[src/rtl/arch_defs_pkg.sv]
// Shared architecture definitions for the 8-bit CPU control path: opcodes,
// FSM encodings, microstep numbering and the datapath control word layout.
package arch_defs_pkg;

    localparam int OPCODE_WIDTH = 4;
    localparam int DATA_WIDTH   = 8;

    typedef logic [OPCODE_WIDTH-1:0] opcode_t;

    localparam opcode_t OP_NOP    = 4'h0;
    localparam opcode_t OP_LDA    = 4'h1;
    localparam opcode_t OP_ADD    = 4'h2;
    localparam opcode_t OP_SUB    = 4'h3;
    localparam opcode_t OP_STA    = 4'h4;
    localparam opcode_t OP_LDI    = 4'h5;
    localparam opcode_t OP_JMP    = 4'h6;
    localparam opcode_t OP_JC     = 4'h7;
    localparam opcode_t OP_JZ     = 4'h8;
    localparam opcode_t OP_AND    = 4'h9;
    localparam opcode_t OP_OR     = 4'hA;
    localparam opcode_t OP_LDB    = 4'hB;
    localparam opcode_t OP_UNUSED = 4'hC;
    localparam opcode_t OP_OUTM   = 4'hD;
    localparam opcode_t OP_OUTA   = 4'hE;
    localparam opcode_t OP_HLT    = 4'hF;

    typedef enum logic [1:0] {
        ALU_ADD = 2'b00,
        ALU_SUB = 2'b01,
        ALU_AND = 2'b10,
        ALU_OR  = 2'b11
    } alu_op_t;

    typedef logic [2:0] fsm_state_t;

    localparam fsm_state_t S_RESET    = 3'd0;
    localparam fsm_state_t S_FETCH_0  = 3'd1;
    localparam fsm_state_t S_FETCH_1  = 3'd2;
    localparam fsm_state_t S_DECODE_0 = 3'd3;
    localparam fsm_state_t S_DECODE_1 = 3'd4;
    localparam fsm_state_t S_EXECUTE  = 3'd5;
    localparam fsm_state_t S_WAIT     = 3'd6;
    localparam fsm_state_t S_HALT     = 3'd7;

    typedef logic [3:0] microstep_t;

    localparam microstep_t MS0 = 4'd0;
    localparam microstep_t MS1 = 4'd1;
    localparam microstep_t MS2 = 4'd2;
    localparam microstep_t MS7 = 4'd7;

    typedef struct packed {
        logic    oe_pc;
        logic    oe_ram;
        logic    oe_ir;
        logic    oe_a;
        logic    oe_alu;
        logic    load_mar;
        logic    load_ir;
        logic    load_a;
        logic    load_b;
        logic    load_ram;
        logic    load_pc;
        logic    load_o;
        logic    load_flags;
        logic    pc_enable;
        alu_op_t alu_op;
        logic    check_zero;
        logic    check_carry;
        logic    halt;
        logic    last_step;
    } control_word_t;

    localparam control_word_t CW_ZERO = 20'h00000;

    function automatic alu_op_t alu_sel(input opcode_t op);
        alu_op_t sel;
        case (op)
            OP_SUB:  sel = ALU_SUB;
            OP_AND:  sel = ALU_AND;
            OP_OR:   sel = ALU_OR;
            default: sel = ALU_ADD;
        endcase
        return sel;
    endfunction

    // A jump only loads the PC when every flag it checks is set.
    function automatic control_word_t gate_load_pc(input control_word_t cw,
                                                   input logic flag_zero,
                                                   input logic flag_carry);
        control_word_t gated;
        gated         = cw;
        gated.load_pc = cw.load_pc & (~cw.check_zero | flag_zero) & (~cw.check_carry | flag_carry);
        return gated;
    endfunction

endpackage

[src/rtl/microcode_rom.sv]
// Combinational microcode lookup: (opcode, microstep) -> raw control word.
// Unlisted steps and unused opcodes yield a zero word (unused opcode acts as NOP).
module microcode_rom
    import arch_defs_pkg::*;
(
    input  opcode_t       opcode,
    input  microstep_t    microstep,
    output control_word_t control_word
);

    control_word_t cw_s;

    // Microcode table decode
    always_comb begin
        cw_s = CW_ZERO;
        case (opcode)
            OP_LDA, OP_LDB, OP_OUTM: begin
                case (microstep)
                    MS0: begin
                        cw_s.oe_ir    = 1'b1;
                        cw_s.load_mar = 1'b1;
                    end
                    MS1: begin
                        cw_s.oe_ram    = 1'b1;
                        cw_s.load_a    = (opcode == OP_LDA);
                        cw_s.load_b    = (opcode == OP_LDB);
                        cw_s.load_o    = (opcode == OP_OUTM);
                        cw_s.last_step = 1'b1;
                    end
                    default: cw_s = CW_ZERO;
                endcase
            end
            OP_ADD, OP_SUB, OP_AND, OP_OR: begin
                case (microstep)
                    MS0: begin
                        cw_s.oe_ir    = 1'b1;
                        cw_s.load_mar = 1'b1;
                    end
                    MS1: begin
                        cw_s.oe_ram = 1'b1;
                        cw_s.load_b = 1'b1;
                    end
                    MS2: begin
                        cw_s.oe_alu     = 1'b1;
                        cw_s.load_a     = 1'b1;
                        cw_s.load_flags = 1'b1;
                        cw_s.alu_op     = alu_sel(opcode);
                        cw_s.last_step  = 1'b1;
                    end
                    default: cw_s = CW_ZERO;
                endcase
            end
            OP_STA: begin
                case (microstep)
                    MS0: begin
                        cw_s.oe_ir    = 1'b1;
                        cw_s.load_mar = 1'b1;
                    end
                    MS1: begin
                        cw_s.oe_a      = 1'b1;
                        cw_s.load_ram  = 1'b1;
                        cw_s.last_step = 1'b1;
                    end
                    default: cw_s = CW_ZERO;
                endcase
            end
            OP_LDI, OP_JMP, OP_JC, OP_JZ: begin
                case (microstep)
                    MS0: begin
                        cw_s.oe_ir       = 1'b1;
                        cw_s.load_a      = (opcode == OP_LDI);
                        cw_s.load_pc     = (opcode != OP_LDI);
                        cw_s.check_carry = (opcode == OP_JC);
                        cw_s.check_zero  = (opcode == OP_JZ);
                        cw_s.last_step   = 1'b1;
                    end
                    default: cw_s = CW_ZERO;
                endcase
            end
            OP_OUTA: begin
                case (microstep)
                    MS0: begin
                        cw_s.oe_a      = 1'b1;
                        cw_s.load_o    = 1'b1;
                        cw_s.last_step = 1'b1;
                    end
                    default: cw_s = CW_ZERO;
                endcase
            end
            OP_HLT: begin
                case (microstep)
                    MS0: begin
                        cw_s.halt      = 1'b1;
                        cw_s.last_step = 1'b1;
                    end
                    default: cw_s = CW_ZERO;
                endcase
            end
            default: begin
                case (microstep)
                    MS0:     cw_s.last_step = 1'b1;
                    default: cw_s = CW_ZERO;
                endcase
            end
        endcase
    end

    assign control_word = cw_s;

endmodule

[src/rtl/control_unit.sv]
// Instruction sequencer: fetch/decode/execute FSM with registered control word,
// conditional-jump gating, RAM-write settle cycle, sticky halt and a step watchdog.
module control_unit
    import arch_defs_pkg::*;
(
    input  logic          clk,
    input  logic          reset,
    input  opcode_t       opcode,
    input  logic          flag_zero,
    input  logic          flag_carry,
    output control_word_t control_word,
    output fsm_state_t    state,
    output microstep_t    microstep
);

    fsm_state_t    state_r;
    fsm_state_t    state_next_s;
    microstep_t    microstep_r;
    microstep_t    ms_next_s;
    opcode_t       opcode_r;
    control_word_t control_word_r;
    control_word_t cw_next_s;
    control_word_t rom_word_s;
    logic          reset_done_r;
    logic          watchdog_s;

    // The ROM is addressed with the step that will be live after the next edge.
    microcode_rom u_microcode_rom (
        .opcode       (opcode_r),
        .microstep    (ms_next_s),
        .control_word (rom_word_s)
    );

    // Next-state and next-microstep sequencing
    always_comb begin
        state_next_s = state_r;
        ms_next_s    = MS0;
        watchdog_s   = 1'b0;
        case (state_r)
            S_RESET: begin
                if (reset_done_r) begin
                    state_next_s = S_FETCH_0;
                end else begin
                    state_next_s = S_RESET;
                end
            end
            S_FETCH_0:  state_next_s = S_FETCH_1;
            S_FETCH_1:  state_next_s = S_DECODE_0;
            S_DECODE_0: state_next_s = S_DECODE_1;
            S_DECODE_1: state_next_s = S_EXECUTE;
            S_EXECUTE: begin
                if (control_word_r.last_step) begin
                    if (control_word_r.halt) begin
                        state_next_s = S_HALT;
                    end else if (control_word_r.load_ram) begin
                        state_next_s = S_WAIT;
                    end else begin
                        state_next_s = S_FETCH_0;
                    end
                end else if (microstep_r == MS7) begin
                    state_next_s = S_FETCH_0;
                    watchdog_s   = 1'b1;
                end else begin
                    state_next_s = S_EXECUTE;
                    ms_next_s    = microstep_r + 4'd1;
                end
            end
            S_WAIT:  state_next_s = S_FETCH_0;
            S_HALT:  state_next_s = S_HALT;
            default: state_next_s = S_RESET;
        endcase
    end

    // Control word for the cycle after the next edge
    always_comb begin
        cw_next_s = CW_ZERO;
        case (state_next_s)
            S_FETCH_0: begin
                if (watchdog_s) begin
                    cw_next_s = CW_ZERO;
                end else begin
                    cw_next_s.oe_pc    = 1'b1;
                    cw_next_s.load_mar = 1'b1;
                end
            end
            S_FETCH_1: begin
                cw_next_s.oe_ram    = 1'b1;
                cw_next_s.load_ir   = 1'b1;
                cw_next_s.pc_enable = 1'b1;
            end
            S_EXECUTE: cw_next_s = gate_load_pc(rom_word_s, flag_zero, flag_carry);
            S_HALT:    cw_next_s.halt = 1'b1;
            default:   cw_next_s = CW_ZERO;
        endcase
    end

    // State, microstep, control word and opcode latch registers
    always_ff @(posedge clk or posedge reset) begin
        if (reset) begin
            state_r        <= S_RESET;
            microstep_r    <= MS0;
            control_word_r <= CW_ZERO;
            opcode_r       <= OP_NOP;
            reset_done_r   <= 1'b0;
        end else begin
            state_r        <= state_next_s;
            microstep_r    <= ms_next_s;
            control_word_r <= cw_next_s;
            reset_done_r   <= 1'b1;
            if (state_r == S_DECODE_0) begin
                opcode_r <= opcode;
            end
        end
    end

    assign control_word = control_word_r;
    assign state        = state_r;
    assign microstep    = microstep_r;

endmodule

[config.mk]
export PLATFORM = sky130hd
export DESIGN_NAME = control_unit
export DESIGN_NICKNAME = d
export VERILOG_FILES = /design/src/rtl/arch_defs_pkg.sv /design/src/rtl/microcode_rom.sv /design/src/rtl/control_unit.sv
export SDC_FILE = /design/constraint.sdc
export NUM_CORES = 1
export LEC_CHECK = 0
export ABC_AREA = 0
export CAP_MARGIN = 0
export CORE_MARGIN = 3
export CORE_UTILIZATION = 30
export DETAILED_ROUTE_END_ITERATION = 8
export PLACE_DENSITY = 0.54
export SLEW_MARGIN = 20
export SYNTH_ARGS = -nofsm -noshare
export SYNTH_HDL_FRONTEND = slang
export SYNTH_SLANG_ARGS = --single-unit
[constraint.sdc]
create_clock -name clk -period 2.2 [get_ports clk]
set_input_delay 0.44 -clock clk [delete_from_list [all_inputs] [get_ports clk]]
set_output_delay 0.44 -clock clk [all_outputs]
set_load 0.02 [all_outputs]
# Word-level counts from Yosys, hierarchy flattened
# Cells that the tools add are included.
# word_totals
output_inout_bits	27
inputBits	8
regBits	32
elab_cells	98
# op_classes
muxes	34
n_reduce_logical	5
add_sub_neg	1
bitwise_logic	6
eq_ne	29
# op_table
operator	count
case mux 19 bit (6 select lines)	1
== test 4 bit, second input constant	7
case mux 3 bit (8 select lines)	1
== test 4 x 3 -> 1 bit, second input constant	5
== test 3 bit, second input constant	6
two-way mux 4 bit	4
== test 4 x 2 -> 1 bit, second input constant	3
two-way mux 1 bit	12
two-way mux 3 bit	4
case mux 1 bit (2 select lines)	5
== test 3 x 2 -> 1 bit, second input constant	3
== test 4 x 1 -> 1 bit, second input constant	2
two-way mux 2 bit	4
case mux 4 bit (2 select lines)	1
OR reduction 4 bit	2
== test 3 x 1 -> 1 bit, second input constant	2
two-way mux 6 bit	1
case mux 2 bit (3 select lines)	1
adder 4 x 1 -> 4 bit, second input constant	1
zero test 4 bit	1
inequality test 4 x 3 -> 1 bit, second input constant	1
zero test 3 bit	1
OR reduction 3 bit	1
AND 1 bit	2
2 further kinds	4

# Depth between registers and ports, before layout
# depth
ltp_word	12
ltp_mapped	6
ltp_nobuf	6

# Modules after synthesis
# A second synthesis with hierarchy kept.
# hier_totals
hier_cells	176
area_unflattened_um2	1726.7
# modules_own_cells
module	area_per_inst_um2	cells_per_inst	seq_area_each_um2	instances
control_unit	1288.7	102	800.8	1
microcode_rom	437.9	74	0.0	1

# Least setup slack after synthesis
# OpenSTA, ideal clock, no wires.
# synth_path
path_kind	register -> register
start	register microstep_r[0] (netlist: microstep[0])
end	register control_word_r, in the netlist control_word[17]
arrival_time_ns	1.971
t_required_ns	2.100
synth_period_minus_slack_ns	2.071
path_buffers	0
setup_time_ns	0.100
slack_ns	0.129
path_stages_with_launch	7
path_cell_list	dfrtp_1 ha_1 nor3_1 a2bb2oi_1 o21ai_1 nand3_1 a311oi_1
# synth_rtl
item	line_no	text
start: declaration	control_unit.sv:18	microstep_t microstep_r;
start signal: assignment	control_unit.sv:107	microstep_r <= ms_next_s;
end signal: assignment	control_unit.sv:108	control_word_r <= cw_next_s;
end: declaration	control_unit.sv:21	control_word_t control_word_r;

==> flow_summary.ini <==
[clocking]
hold_buffers = 0
cts_htree_levels = 2
insertion_delay_ns = 0.28
clk_pin_slew_ns = 0.06
root_buffer = clkbuf_8
max-clock-path-buffers = 2
cts_inserted_buffers = 5
cts_sinks = 31
cts_tree = done

[detailed_routing]
routed_wl_um = 3740
drt_pass1_iterations = 4
postRouteAntennaNets = 0
vias = 1343
routedWlPerCell_um = 14.2
via_per_inst = 5.09
drt_iter0_markers = 85
post-route-drc-count = 0

[synthesis]
synth_mux_area_share_pct = 3.56
synth_top_area_share_pct = 50.2
synth_cells = 150
synth-edff-count = 0
synth_nets = 159
synth_top_cell_by_area = dfrtp_1
async_flop_share_pct = 100
synthXorXnorAreaFrac_pct = 2.83
synthAdderAreaFrac_pct = 0.809
yosysWarnings = 0
netlist_area_sq_um = 1550
synth.avg_cell_area_sq_um = 10.3
synth.distinct_cells = 45
synth_compound_area_share_pct = 16.3
ys_ff_latch = 31
synthSimpleGateAreaFrac_pct = 19.8
synthTopCellsByArea = dfrtp_1, nand3_1, nand2_1
synthFlopType = dfrtp_1
synth-seq-area-share_pct = 50.2
synth_top_family_by_area = simple AND/OR/NAND/NOR gates

[power]
p_leak_uw = 0.000897
ir_worst_vdd_v = 0.000665
powerDensity_nw_per_um2 = 1380
finalPower_uw = 2880

[place]
port_buffers = 34
pre_cts_ws_ns = -0.0161
post-dp-hpwl_um = 2660
place_congestion = 0.891
placed_cells = 251

[timing]
worst_slew_pin_slew_ns = 0.527
final_hold_viol_count = 0
fin_ws_ns = 0.146
max_freq_ghz = 0.487
final_max_slew_viol_count = 0
period_minus_slack_ns = 2.05
clock_skew_ns = 0.00498
final.period_utilization_pct = 93.3
timing.slew.headroom_pct = 64.9
setup_viol_count_final = 0

[die]
chipWidth_um = 77.8
fp.dieH_um = 77.8
initial_core_util_pct = 31.9
ioPinCount = 35
num_rows = 25
dieArea_sq_um = 6050
core_area_sq_um = 4850

[setup_path]
cp_data_required_time_ns = 2.39
critPathCaptureType = flip-flop
cp_max_fo = 6
cp_data_arrival_time_ns = 2.24
start_kind = flip-flop
worstSetupPathType = reg2reg

[global_routing]
grt_max_degree = 32
antenna_found_initial = 0
grt_pass1_vias = 1323
grt_remaining_overflow = 0
grt_pass1_wl_um = 6270
grt_use_total_pct = 13.1

[final_layout]
drive_above_1_share_pct = 15.7
final_cell_mix = clkdlybuf4s50_1, dfrtp_1, nand2_1, nor2_1, buf_4
synthToLayoutAreaGrowth_pct = 35.4
finalNetCount = 205
final_common_cell = clkdlybuf4s50_1
final_cells = 264
antenna-diode-count = 0

[hold_path]
hold_class = in2async

[job]
cap_viol_max_count = 0

[status]
status = complete, no violations
## state kept, by name (all words and copies together), names as in the netlist
| signal | count |
|---|---|
| state | 3 |
| control_word | 19 |
| microstep | 4 |
| reset_done_r | 1 |
| opcode_r | 4 |
## cell type report
cell class	instances	area [sq um]
clock buffers	7	76.3
inverters	9	33.8
clock inverters	1	5.00
well taps	67	83.8
repair buffers	46	430
fillers	474	2750
flip-flops and latches	31	776
multi-input cells	103	689
## what timing repair did
| action | CTS | global route |
|---|---|---|
| pin swaps | 0 | 2 |
| setup buffers | 0 | 5 |
| resized for setup | 1 | 2 |
| setup endpoints to repair | 2 | 5 |
## layer usage
metal  vias to the layer above  share of wire (%)  track usage (%)
met5                         -                  0                0
met3                         4                7.4             3.71
met4                         0                1.4             5.52
met1                       653                 41             16.0
li1                        634                  -                -
met2                        52                 50             21.4
## report_power, final
part	internal, uW	switching, uW
sequential	712	217
combinational	693	847
clock	221	194
## critical path, stage by stage (launching register included)
cell	delay, ns
dfrtp_1	0.41
ha_1	0.25
nand2_1	0.14
a2bb2oi_1	0.40
o21ai_2	0.18
a2111o_1	0.42
a21oi_1	0.16
## Yosys cell counts, types with 2 or more instances
master,number
nor3_1,9
nor4_1,4
mux2_2,4
nand2_1,13
buf_6,3
dfrtp_1,31
nor2_1,12
o31ai_1,4
a31oi_1,3
a211oi_1,3
or3b_2,2
nand3_1,10
inv_1,8
a21oi_1,7
o21ai_0,4
xnor2_1,4
## final timing paths
| path | start | to | slack, ns | cells after the start |
|---|---|---|---|---|
| min in group clk | microstep[0] | microstep[0] | 0.60 | 2 |
| max reg2reg | microstep[1] | control_word[9] | 0.15 | 6 |
| max | microstep[1] | control_word[9] | 0.15 | 6 |
| min | reset | state[1] | 0.54 | 3 |
| min reg2reg | microstep[0] | microstep[0] | 0.60 | 2 |
| max in group asynchronous | reset | control_word[1] | 1.38 | 3 |
## cells by family after synthesis
| group | Yosys count |
|---|---|
| other cells | 1 |
| simple gates | 57 |
| compound gates | 34 |
| flops | 31 |
| xor+xnor | 5 |
| buf+inv | 16 |
| fa+ha+maj | 1 |
| mux | 5 |
## metrics by stage
| step | area (sq um) | TNS, ns | utilization (%) | hold WS [ns] |
|---|---|---|---|---|
| floorplan | 1550 | 0 | - | 0.544 |
| global placement | 1960 | 0 | 40.4 | 0.547 |
| detailed placement | 1960 | -0.0161 | 40.4 | 0.583 |
| CTS | 2050 | 0 | 42.2 | 0.546 |
| global route | 2090 | -0.0339 | 43.2 | 0.576 |
| finish | 2090 | 0 | 43.2 | 0.542 |
Power figures use the tool's default switching activity.
